$ cat src/rtl/mc_pkg.sv
// rtl/mc_pkg.sv - shared state, opcode and control-field encodings for the multicycle controller
package mc_pkg;

    typedef enum logic [3:0] {
        ST_FETCH     = 4'd0,
        ST_DECODE    = 4'd1,
        ST_EXEC_R    = 4'd2,
        ST_EXEC_I    = 4'd3,
        ST_MEM_ADDR  = 4'd4,
        ST_MEM_READ  = 4'd5,
        ST_MEM_WRITE = 4'd6,
        ST_WB_ALU    = 4'd7,
        ST_WB_MEM    = 4'd8,
        ST_BRANCH    = 4'd9,
        ST_JUMP      = 4'd10,
        ST_HALT      = 4'd11
    } mc_state_e;

    localparam logic [3:0] OP_RALU   = 4'b0000;
    localparam logic [3:0] OP_IALU   = 4'b0001;
    localparam logic [3:0] OP_LW     = 4'b0010;
    localparam logic [3:0] OP_SW     = 4'b0011;
    localparam logic [3:0] OP_BRANCH = 4'b0100;
    localparam logic [3:0] OP_JAL    = 4'b0101;

    localparam logic [1:0] ALUOP_ADD    = 2'b00;
    localparam logic [1:0] ALUOP_SUB    = 2'b01;
    localparam logic [1:0] ALUOP_RFUNCT = 2'b10;
    localparam logic [1:0] ALUOP_IFUNCT = 2'b11;

    localparam logic [1:0] SRCB_REG    = 2'b00;
    localparam logic [1:0] SRCB_CONST2 = 2'b01;
    localparam logic [1:0] SRCB_IMM    = 2'b10;
    localparam logic [1:0] SRCB_BROFF  = 2'b11;

    localparam logic [1:0] PCSRC_ALU    = 2'b00;
    localparam logic [1:0] PCSRC_ALUOUT = 2'b01;
    localparam logic [1:0] PCSRC_JUMP   = 2'b10;

    // Condition codes understood by the external branch controller
    localparam logic [1:0] BR_BEQ = 2'b00;
    localparam logic [1:0] BR_BNE = 2'b01;
    localparam logic [1:0] BR_BLT = 2'b10;

    typedef struct packed {
        logic       ir_write;
        logic       pc_write;
        logic       branch;
        logic       mem_read;
        logic       mem_write;
        logic       reg_write;
        logic       iord;
        logic       mem_to_reg;
        logic       alu_src_a;
        logic [1:0] alu_src_b;
        logic [1:0] alu_op;
        logic [1:0] pc_source;
        logic [1:0] branch_funct;
        logic       illegal;
    } mc_ctrl_t;

endpackage

$ cat src/rtl/multicycle_controller_if.sv
// rtl/multicycle_controller_if.sv - instruction/memory inputs and datapath control outputs of the controller
interface multicycle_controller_if;

    logic [3:0] opcode;
    logic [1:0] funct;
    logic       mem_ready;

    logic       IRWrite;
    logic       PCWrite;
    logic       branch;
    logic       MemRead;
    logic       MemWrite;
    logic       RegWrite;
    logic       IorD;
    logic       MemtoReg;
    logic       ALUSrcA;
    logic [1:0] ALUSrcB;
    logic [1:0] ALUOp;
    logic [1:0] PCSource;
    logic [1:0] Branch_funct;
    logic       illegal;
    logic [3:0] state;

    modport slave (
        input  opcode, funct, mem_ready,
        output IRWrite, PCWrite, branch, MemRead, MemWrite, RegWrite, IorD,
               MemtoReg, ALUSrcA, ALUSrcB, ALUOp, PCSource, Branch_funct,
               illegal, state
    );

    modport master (
        output opcode, funct, mem_ready,
        input  IRWrite, PCWrite, branch, MemRead, MemWrite, RegWrite, IorD,
               MemtoReg, ALUSrcA, ALUSrcB, ALUOp, PCSource, Branch_funct,
               illegal, state
    );

endinterface

$ cat src/rtl/mc_output_decode.sv
// rtl/mc_output_decode.sv - combinational state-to-control decoder
// Only FETCH looks at mem_ready and only BRANCH looks at funct; everything else is pure state decode.
module mc_output_decode
    import mc_pkg::*;
(
    input  logic [3:0] i_state,
    input  logic       i_mem_ready,
    input  logic [1:0] i_funct,
    output mc_ctrl_t   o_ctrl
);

    always_comb begin
        o_ctrl              = '0;
        o_ctrl.branch_funct = BR_BEQ;
        case (i_state)
            ST_FETCH: begin
                o_ctrl.mem_read  = 1'b1;
                o_ctrl.iord      = 1'b0;
                o_ctrl.alu_src_a = 1'b0;
                o_ctrl.alu_src_b = SRCB_CONST2;
                o_ctrl.alu_op    = ALUOP_ADD;
                o_ctrl.pc_source = PCSRC_ALU;
                o_ctrl.ir_write  = i_mem_ready;
                o_ctrl.pc_write  = i_mem_ready;
            end
            ST_DECODE: begin
                o_ctrl.alu_src_a = 1'b0;
                o_ctrl.alu_src_b = SRCB_BROFF;
                o_ctrl.alu_op    = ALUOP_ADD;
            end
            ST_EXEC_R: begin
                o_ctrl.alu_src_a = 1'b1;
                o_ctrl.alu_src_b = SRCB_REG;
                o_ctrl.alu_op    = ALUOP_RFUNCT;
            end
            ST_EXEC_I: begin
                o_ctrl.alu_src_a = 1'b1;
                o_ctrl.alu_src_b = SRCB_IMM;
                o_ctrl.alu_op    = ALUOP_IFUNCT;
            end
            ST_MEM_ADDR: begin
                o_ctrl.alu_src_a = 1'b1;
                o_ctrl.alu_src_b = SRCB_IMM;
                o_ctrl.alu_op    = ALUOP_ADD;
            end
            ST_MEM_READ: begin
                o_ctrl.mem_read = 1'b1;
                o_ctrl.iord     = 1'b1;
            end
            ST_MEM_WRITE: begin
                o_ctrl.mem_write = 1'b1;
                o_ctrl.iord      = 1'b1;
            end
            ST_WB_ALU: begin
                o_ctrl.reg_write  = 1'b1;
                o_ctrl.mem_to_reg = 1'b0;
            end
            ST_WB_MEM: begin
                o_ctrl.reg_write  = 1'b1;
                o_ctrl.mem_to_reg = 1'b1;
            end
            ST_BRANCH: begin
                // funct 11 is forwarded as-is; the branch controller treats it as not-taken
                o_ctrl.alu_src_a    = 1'b1;
                o_ctrl.alu_src_b    = SRCB_REG;
                o_ctrl.alu_op       = ALUOP_SUB;
                o_ctrl.branch       = 1'b1;
                o_ctrl.pc_source    = PCSRC_ALUOUT;
                o_ctrl.branch_funct = i_funct;
            end
            ST_JUMP: begin
                o_ctrl.pc_write  = 1'b1;
                o_ctrl.pc_source = PCSRC_JUMP;
            end
            ST_HALT: begin
                o_ctrl.illegal = 1'b1;
            end
            default: ;
        endcase
    end

endmodule

$ cat src/rtl/multicycle_controller.sv
// rtl/multicycle_controller.sv - multicycle CPU control FSM: state register, next-state logic, reset gating
module multicycle_controller
    import mc_pkg::*;
#(
    parameter bit ILLEGAL_HALT = 1'b1
) (
    input  logic                    clk,
    input  logic                    rst,
    multicycle_controller_if.slave  bus
);

    localparam logic [3:0] S_FETCH     = ST_FETCH;
    localparam logic [3:0] S_DECODE    = ST_DECODE;
    localparam logic [3:0] S_EXEC_R    = ST_EXEC_R;
    localparam logic [3:0] S_EXEC_I    = ST_EXEC_I;
    localparam logic [3:0] S_MEM_ADDR  = ST_MEM_ADDR;
    localparam logic [3:0] S_MEM_READ  = ST_MEM_READ;
    localparam logic [3:0] S_MEM_WRITE = ST_MEM_WRITE;
    localparam logic [3:0] S_WB_ALU    = ST_WB_ALU;
    localparam logic [3:0] S_WB_MEM    = ST_WB_MEM;
    localparam logic [3:0] S_BRANCH    = ST_BRANCH;
    localparam logic [3:0] S_JUMP      = ST_JUMP;
    localparam logic [3:0] S_HALT      = ST_HALT;

    logic [3:0] r_state;
    logic [3:0] w_next;
    mc_ctrl_t   w_ctrl;

    always_ff @(posedge clk) begin
        if (rst) begin
            r_state <= S_FETCH;
        end else begin
            r_state <= w_next;
        end
    end

    always_comb begin
        w_next = r_state;
        case (r_state)
            S_FETCH:     if (bus.mem_ready) w_next = S_DECODE;
            S_DECODE: begin
                case (bus.opcode)
                    OP_RALU:          w_next = S_EXEC_R;
                    OP_IALU:          w_next = S_EXEC_I;
                    OP_LW, OP_SW:     w_next = S_MEM_ADDR;
                    OP_BRANCH:        w_next = S_BRANCH;
                    OP_JAL:           w_next = S_JUMP;
                    default:          w_next = ILLEGAL_HALT ? S_HALT : S_FETCH;
                endcase
            end
            S_EXEC_R,
            S_EXEC_I:    w_next = S_WB_ALU;
            S_MEM_ADDR:  w_next = (bus.opcode == OP_LW) ? S_MEM_READ : S_MEM_WRITE;
            S_MEM_READ:  if (bus.mem_ready) w_next = S_WB_MEM;
            S_MEM_WRITE: if (bus.mem_ready) w_next = S_FETCH;
            S_WB_ALU,
            S_WB_MEM,
            S_BRANCH,
            S_JUMP:      w_next = S_FETCH;
            S_HALT:      w_next = S_HALT;
            default:     w_next = S_FETCH;
        endcase
    end

    mc_output_decode u_decode (
        .i_state     (r_state),
        .i_mem_ready (bus.mem_ready),
        .i_funct     (bus.funct),
        .o_ctrl      (w_ctrl)
    );

    // Architectural side-effect strobes are suppressed for the whole reset cycle
    assign bus.IRWrite      = w_ctrl.ir_write  & ~rst;
    assign bus.PCWrite      = w_ctrl.pc_write  & ~rst;
    assign bus.branch       = w_ctrl.branch    & ~rst;
    assign bus.MemWrite     = w_ctrl.mem_write & ~rst;
    assign bus.RegWrite     = w_ctrl.reg_write & ~rst;
    assign bus.MemRead      = w_ctrl.mem_read;
    assign bus.IorD         = w_ctrl.iord;
    assign bus.MemtoReg     = w_ctrl.mem_to_reg;
    assign bus.ALUSrcA      = w_ctrl.alu_src_a;
    assign bus.ALUSrcB      = w_ctrl.alu_src_b;
    assign bus.ALUOp        = w_ctrl.alu_op;
    assign bus.PCSource     = w_ctrl.pc_source;
    assign bus.Branch_funct = w_ctrl.branch_funct;
    assign bus.illegal      = w_ctrl.illegal;
    assign bus.state        = r_state;

endmodule

$ cat src/flat_wrapper.sv
// flat-port wrapper written by rule: the top's interface ports become plain ports
module multicycle_controller_flat import mc_pkg::*;
#(
    parameter bit ILLEGAL_HALT = 1'b1
)
  (clk, rst, bus_opcode, bus_funct, bus_mem_ready, bus_IRWrite, bus_PCWrite, bus_branch, bus_MemRead, bus_MemWrite, bus_RegWrite, bus_IorD, bus_MemtoReg, bus_ALUSrcA, bus_ALUSrcB, bus_ALUOp, bus_PCSource, bus_Branch_funct, bus_illegal, bus_state);
  multicycle_controller_if bus_i ();
  input  logic clk;
  input  logic rst;
  input wire logic [$bits(bus_i.opcode)-1:0] bus_opcode;
  input wire logic [$bits(bus_i.funct)-1:0] bus_funct;
  input wire logic [$bits(bus_i.mem_ready)-1:0] bus_mem_ready;
  output wire logic [$bits(bus_i.IRWrite)-1:0] bus_IRWrite;
  output wire logic [$bits(bus_i.PCWrite)-1:0] bus_PCWrite;
  output wire logic [$bits(bus_i.branch)-1:0] bus_branch;
  output wire logic [$bits(bus_i.MemRead)-1:0] bus_MemRead;
  output wire logic [$bits(bus_i.MemWrite)-1:0] bus_MemWrite;
  output wire logic [$bits(bus_i.RegWrite)-1:0] bus_RegWrite;
  output wire logic [$bits(bus_i.IorD)-1:0] bus_IorD;
  output wire logic [$bits(bus_i.MemtoReg)-1:0] bus_MemtoReg;
  output wire logic [$bits(bus_i.ALUSrcA)-1:0] bus_ALUSrcA;
  output wire logic [$bits(bus_i.ALUSrcB)-1:0] bus_ALUSrcB;
  output wire logic [$bits(bus_i.ALUOp)-1:0] bus_ALUOp;
  output wire logic [$bits(bus_i.PCSource)-1:0] bus_PCSource;
  output wire logic [$bits(bus_i.Branch_funct)-1:0] bus_Branch_funct;
  output wire logic [$bits(bus_i.illegal)-1:0] bus_illegal;
  output wire logic [$bits(bus_i.state)-1:0] bus_state;
  assign bus_i.opcode = bus_opcode;
  assign bus_i.funct = bus_funct;
  assign bus_i.mem_ready = bus_mem_ready;
  assign bus_IRWrite = bus_i.IRWrite;
  assign bus_PCWrite = bus_i.PCWrite;
  assign bus_branch = bus_i.branch;
  assign bus_MemRead = bus_i.MemRead;
  assign bus_MemWrite = bus_i.MemWrite;
  assign bus_RegWrite = bus_i.RegWrite;
  assign bus_IorD = bus_i.IorD;
  assign bus_MemtoReg = bus_i.MemtoReg;
  assign bus_ALUSrcA = bus_i.ALUSrcA;
  assign bus_ALUSrcB = bus_i.ALUSrcB;
  assign bus_ALUOp = bus_i.ALUOp;
  assign bus_PCSource = bus_i.PCSource;
  assign bus_Branch_funct = bus_i.Branch_funct;
  assign bus_illegal = bus_i.illegal;
  assign bus_state = bus_i.state;
  multicycle_controller #(.ILLEGAL_HALT(ILLEGAL_HALT)) u_core (.clk(clk), .rst(rst), .bus(bus_i));
endmodule
$ cat config.mk
export PLATFORM = sky130hd
export DESIGN_NAME = multicycle_controller_flat
export DESIGN_NICKNAME = d
export VERILOG_FILES = /design/src/rtl/mc_pkg.sv /design/src/rtl/multicycle_controller_if.sv /design/src/rtl/mc_output_decode.sv /design/src/rtl/multicycle_controller.sv /design/src/flat_wrapper.sv
export SDC_FILE = /design/constraint.sdc
export NUM_CORES = 1
export LEC_CHECK = 0
export CORE_MARGIN = 4
export CORE_UTILIZATION = 40
export CTS_BUF_LIST = sky130_fd_sc_hd__clkbuf_2
export DETAILED_ROUTE_END_ITERATION = 8
export GPL_TIMING_DRIVEN = 1
export PLACE_DENSITY = 0.85
export SKIP_LAST_GASP = 1
export SYNTH_ARGS = -nofsm -noshare
export SYNTH_HDL_FRONTEND = slang
export SYNTH_HIERARCHICAL = 1
export SYNTH_SLANG_ARGS = --single-unit
$ cat constraint.sdc
create_clock -name clk -period 1.4 [get_ports clk]
set_clock_uncertainty 0.1 [all_clocks]
set_input_delay 0.14 -clock clk [delete_from_list [all_inputs] [get_ports clk]]
set_output_delay 0.14 -clock clk [all_outputs]
set_load 0.05 [all_outputs]
==> flow_metrics.py, run 1 <==
metrics = {
    "status": {
        "run_status": "aborted with a tool error",
        "lastStage": "detailed placement (3_5_place_dp)",
        "firstError": "[ERROR DPL-0038] Utilization greater than 100%, impossible to legalize",
    },
    "synth": {
        "yosys_register_bits": 4,
        "yosysUniqueCellTypes": 36,
        "avgSynthCellArea_um2": 6.94,
        "synth_top_area_cell": "dfxtp_1",
        "synthArstFlopShare": 0,
        "synth_nets": 95,
        "synth_top_cells_by_area": "dfxtp_1 (13%), a21oi_1 (6.7%), nand2b_1 (6.3%)",
        "yosysTopAreaCellShare": 0.134,
        "netlist_area_um2": 597,
        "ys_warn_count": 6,
        "syn_inst": 86,
        "synth_edf_count": 0,
        "ys.flop_type": "dfxtp_1",
        "yosysSeqAreaShare": 0.134,
    },
    "floorplan": {
        "initial_core_util": 0.442,
        "fp-row-count": 13,
        "ios": 31,
        "dieWidth_um": 46.6,
        "dieHeight_um": 46.6,
    },
    "place": {
        "portBuffers": 30,
        "gp_congestion": 0.819,
    },
}
-- metrics by stage --
step                    area, um^2  instances  hold WS (ns)
after global placement        1430        146         0.588
after floorplan                793         86         0.205
-- cell families after synthesis --
logic type,Yosys count,synth area share
flops,4,0.134
simple gates,47,0.491
compound gates,22,0.249
buf+inv,11,0.0964
xor+xnor,2,0.0294
-- Yosys cell counts, types with 2 or more instances --
cell and count:
inv_1 4, nand2_1 5, a21oi_1 8, buf_2 4, o21ai_0 2, a31oi_1 3, dfxtp_1 4, nor3b_1 2
nor3_1 6, nand2b_1 6, nor2b_1 5, a211oi_1 2, or3b_1 2, and2_1 2, nor2_1 9, nor4b_1 2
==> run 2, diff against run 1 <==
- CORE_AREA: default -> 4 4 65 67
- CORE_MARGIN: 4 -> default
- CORE_UTILIZATION: 40 -> default
- CTS_BUF_LIST: sky130_fd_sc_hd__clkbuf_2 -> default
- DIE_AREA: default -> 0 0 69 71
- PLACE_DENSITY: 0.85 -> default
- PLACE_DENSITY_LB_ADDON: default -> 0.15
==> flow_metrics.py, run 2 <==
metrics = {
    "timing": {
        "maxSlewViolCount": 0,
        "min_period_ns": 1.72,
        "finalHoldViolCount": 0,
        "finalSetupViolCount": 17,
        "timing.final.ws_setup_ns": -0.321,
        "tightest_slew_ns": 0.308,
        "relSlewSlack": 0.794,
        "fmax_mhz": 581,
        "finalCritPeriodShare": 1.23,
        "rsz0062_at_grt": "yes",
        "fin_setup_tns_ns": -3.02,
    },
    "layout": {
        "area_growth_pct": 191,
        "final_layout_size_suffix_gt1_frac": 0.707,
        "layout_commonest_cell": "buf_12",
        "n_antenna_cell": 0,
        "layout_common_cells": "buf_12 (23), buf_6 (13), buf_4 (13)",
        "largest_reg_flops": 4,
        "nNetsFinal": 151,
    },
    "synth": {
        "synthArstFlopShare": 0,
        "synth_nets": 95,
        "yosysMostFrequentCell": "nor2_1",
        "ys_warn_count": 6,
        "yosys-top-cells-count": "nor2_1 (9), a21oi_1 (8), nand2b_1 (6), nor3_1 (6)",
        "syn_inst": 86,
        "avgSynthCellArea_um2": 6.94,
        "yosysSeqAreaShare": 0.134,
        "ys.flop_type": "dfxtp_1",
        "synth_top_area_cell": "dfxtp_1",
        "yosysTopAreaCellShare": 0.134,
        "netlist_area_um2": 597,
        "yosys_register_bits": 4,
        "synth_top_cells_by_area": "dfxtp_1 (13%), a21oi_1 (6.7%), nand2b_1 (6.3%)",
        "yosysUniqueCellTypes": 36,
        "synth_edf_count": 0,
    },
    "status": {
        "run_status": "finished with violations",
        "failed_checks": "negative setup slack",
    },
    "drt": {
        "vias": 870,
        "via_per_inst": 4.63,
        "drtIter0Drc": 19,
        "routed_wirelength_mm": 2.41,
        "wl_per_cell_um": 12.8,
        "drtAntennaViolNets": 0,
        "drc": 0,
        "dr.pass1.iters": 4,
    },
    "run": {
        "max_cap_viol_count": 0,
    },
    "global_route": {
        "grt_pass1_vias": 854,
        "grt_overflow": 0,
        "grt_usage": 0.0947,
        "antenna_found_initial": 0,
        "grt_max_degree": 19,
        "grt_pass1_wl_mm": 3.92,
    },
    "setup_path": {
        "r2r_start": "u_core/bus.state[2]$_SDFFE_PP0P_",
        "worst-path-buf-inv": 1,
        "cp_cell_sequence": "or3b_4 -> a211oi_2 -> nor2b_4 -> buf_12",
        "crit_path_start": "u_core/bus.state[3]$_SDFFE_PP0P_",
        "crit_path_start_kind": "flip-flop",
        "required_ns": 1.16,
        "critPathKind": "reg -> out",
        "cpMaxStageDelayCell": "or3b_4",
        "critPathMaxFanout": 4,
        "cp_data_arrival_time_ns": 1.48,
        "cpLargestDelayFamily": "simple AND/OR/NAND/NOR gates",
        "end_kind": "output port",
        "max_stage_delay_ns": 0.39,
    },
    "clock_network": {
        "numCtsBuffers": 3,
        "htreeDepth": 1,
        "insertion_delay_ns": 0.21,
        "cts_tree": "done",
        "cts_buffer_depth": 2,
        "cts_root_buf": "clkbuf_8",
        "cts_sinks": 4,
        "clkSlewWorstSetupHoldPaths_ns": 0.03,
    },
    "place": {
        "portBuffers": 30,
        "gp_congestion": 0.861,
        "dp_slack_ns": -0.422,
        "dpl.hpwl_mm": 1.72,
    },
    "floorplan": {
        "ios": 31,
        "core_area_um2": 3630,
        "fp-row-count": 22,
        "initial_core_util": 0.164,
        "dieWidth_um": 69,
        "die_area_um2": 4900,
        "dieHeight_um": 71,
    },
    "worst_hold_path": {
        "hp-start": "bus_opcode[3]",
        "holdCritPathClass": "in -> reg",
    },
    "power_and_ir_drop": {
        "powerDensity_nw_per_um2": 2000,
        "p_leak_uw": 0.000667,
        "irDropWorstVdd_mv": 1.12,
    },
}
[run 2: cell counts after synthesis]
Identical to the previous run, type by type.
[run 2: path summary, 6_finish.rpt]
kind / to / slack (ns) / depth (start not counted)
setup reg to reg: u_core/bus.state[0]$_SDFFE_PP0P_ / 0.04 / 6
hold reg to reg: u_core/bus.state[0]$_SDFFE_PP0P_ / 0.60 / 3
setup / recovery: bus_PCWrite / -0.32 / 4
hold / removal: u_core/bus.state[1]$_SDFFE_PP0P_ / 0.36 / 3
[run 2: power by group]
group | switching [uW] | internal (uW) | total [uW]
Combinational | 1470 | 1510 | 2980
Sequential | 67.6 | 176 | 243
Clock | 54.8 | 183 | 238
Total | 1600 | 1870 | 3460
[run 2: tightest hold or removal path, cell delays in order]
cell	delay [ns]
dlymetal6s2s_1	0.18
nor3_2	0.20
o32ai_2	0.11
[run 2: what timing repair did]
item | CTS | global route
resized for setup | 24 | 14
pin swaps | 14 | 7
hold buffers | 0 | 0
setup buffers | 8 | 1
setup endpoints to repair | 20 | 22
[run 2: cell families after synthesis]
family                    after synthesis  synth area share
xor gates and xnor gates                2            0.0294
DFF                                     4             0.134
buffers and inverters                  11            0.0964
and+or+nand+nor                        47             0.491
AOI/OAI and AO/OA                      22             0.249
[run 2: metal layers]
metal	up-vias	track usage	wire length [um]
met5	-	0	0
met4	0	0.0108	13
met3	2	0.0369	156
met2	29	0.168	1330
met1	419	0.111	907
li1	420	-	-
[run 2: area by class of cell]
| type | instances | area, um^2 |
|---|---|---|
| Timing Repair Buffer | 57 | 790 |
| Clock buffer | 3 | 41.3 |
| Sequential cell | 4 | 95.1 |
| Fill cell | 332 | 1900 |
| Multi-Input combinational cell | 71 | 729 |
| Tap cell | 48 | 60.1 |
| Inverter | 5 | 18.8 |
[run 2: metrics by stage]
stage,cells,utilization,cell area [um^2],power (uW),hold slack (ns)
3_3_place_gp,178,0.402,1460,2780,0.586
6_report,188,0.477,1730,3460,0.360
3_5_place_dp,178,0.402,1460,2800,0.585
2_1_floorplan,86,-,793,1760,0.205
4_1_cts,188,0.458,1670,3400,0.424
5_1_grt,188,0.477,1730,3640,0.402
(Power assumes the default switching activity.)
==> run 3, diff against run 2 <==
- DONT_BUFFER_PORTS: default -> 1
==> flow_metrics.py, run 3 (synthesized netlist as in run 2, its figures left out) <==
metrics = {
    "timing": {
        "tightest_slew_ns": 0.416,
        "finalHoldViolCount": 0,
        "finalCritPeriodShare": 1.21,
        "hold_ws_ns": 0.0419,
        "rsz0062_at_grt": "yes",
        "maxSlewViolCount": 0,
        "relSlewSlack": 0.718,
        "min_period_ns": 1.70,
        "finalSetupViolCount": 19,
        "timing.final.ws_setup_ns": -0.296,
        "fin_setup_tns_ns": -2.90,
        "fmax_mhz": 590,
    },
    "status": {
        "run_status": "finished with violations",
        "failed_checks": "negative setup slack",
    },
    "clock_network": {
        "cts_buffer_depth": 2,
        "cts_sinks": 4,
        "cts_tree": "done",
        "insertion_delay_ns": 0.22,
        "clkSlewWorstSetupHoldPaths_ns": 0.03,
        "numCtsBuffers": 3,
        "htreeDepth": 1,
        "cts_root_buf": "clkbuf_8",
    },
    "drt": {
        "via_per_inst": 4.51,
        "routed_wirelength_mm": 2.21,
        "drc": 0,
        "drtIter0Drc": 16,
        "vias": 785,
        "wl_per_cell_um": 12.7,
        "dr.pass1.iters": 4,
        "drtAntennaViolNets": 0,
    },
    "setup_path": {
        "critPathKind": "reg -> out",
        "r2r_cells": 6,
        "crit_path_start_kind": "flip-flop",
        "required_ns": 1.16,
        "crit_path_start": "u_core/bus.state[1]$_SDFFE_PP0P_",
        "end_kind": "output port",
        "r2r_start": "u_core/bus.state[2]$_SDFFE_PP0P_",
        "cp_data_arrival_time_ns": 1.46,
        "critPathMaxFanout": 6,
    },
    "floorplan": {
        "core_area_um2": 3630,
        "fp-row-count": 22,
        "dieHeight_um": 71,
        "die_area_um2": 4900,
        "dieWidth_um": 69,
        "initial_core_util": 0.164,
        "ios": 31,
    },
    "layout": {
        "largest_reg_flops": 4,
        "layout_common_cells": "buf_4 (21), buf_12 (14), buf_6 (7)",
        "final_layout_size_suffix_gt1_frac": 0.675,
        "nNetsFinal": 137,
        "utilization": 0.396,
        "n_antenna_cell": 0,
        "layout_commonest_cell": "buf_4",
        "final_cells": 174,
        "area_growth_pct": 141,
    },
    "place": {
        "portBuffers": 0,
        "gp_congestion": 0.821,
        "dpl.hpwl_mm": 1.68,
        "dp_slack_ns": -0.149,
        "place_inst": 162,
    },
    "global_route": {
        "grt_usage": 0.0876,
        "antenna_found_initial": 0,
        "grt_pass1_wl_mm": 3.64,
        "grt_max_degree": 14,
        "grt_pass1_vias": 743,
        "grt_overflow": 0,
    },
    "power_and_ir_drop": {
        "irDropWorstVdd_mv": 1.33,
        "p_leak_uw": 0.000527,
        "powerDensity_nw_per_um2": 2130,
    },
    "worst_hold_path": {
        "hold_depth": 3,
        "hp-start": "bus_mem_ready",
        "holdCritPathClass": "in -> reg",
    },
    "run": {
        "max_cap_viol_count": 0,
    },
}
==> run 3: power breakdown <==
group | leakage, uW | switching, uW | total [uW] | internal [uW]
Sequential | 0.0000356 | 60.0 | 235 | 175
Clock | 0.0000216 | 56.2 | 239 | 183
Combinational | 0.000470 | 1390 | 2590 | 1200
==> run 3: layer usage <==
layer	vias to the layer above	part of all wire	global-route usage
li1	396	-	-
met3	0	0.067	0.0440
met2	25	0.53	0.154
met4	0	0	0.00651
met5	-	0	0
met1	364	0.41	0.0997
==> run 3: final timing paths <==
path / to / slack [ns]
setup / recovery: bus_ALUSrcB[1] / -0.30
hold / removal: u_core/bus.state[0]$_SDFFE_PP0P_ / 0.04
setup reg to reg: u_core/bus.state[0]$_SDFFE_PP0P_ / -0.07
hold reg to reg: u_core/bus.state[0]$_SDFFE_PP0P_ / 0.62
==> run 3: worst max-delay path, stage by stage, from the launching register on <==
cell	delay [ns]
dfxtp_4	0.35
buf_4	0.18
or3b_4	0.41
a21oi_4	0.15
buf_12	0.15
==> run 3: metrics by stage <==
| stage | instance area [um^2] | power, uW |
|---|---|---|
| final | 1440 | 3060 |
| after global routing | 1440 | 3230 |
| after CTS | 1350 | 2920 |
| after detailed placement | 1220 | 2510 |
| after global placement | 1220 | 2480 |
| after floorplan | 793 | 1760 |
==> run 3: layout make-up <==
cell class	instances	area, um^2
Timing Repair Buffer	43	527
Fill cell	371	2200
Inverter	5	18.8
Tap cell	48	60.1
Clock buffer	3	41.3
Sequential cell	4	95.1
Multi-Input combinational cell	71	696
==> run 3: what timing repair did <==
action | in CTS | in global routing
hold buffers | 1 | 0
pin swaps | 5 | 1
endpoints found under the setup margin | 19 | 22
resized for setup | 9 | 13
hold endpoints to repair | 1 | 0
setup buffers | 4 | 4
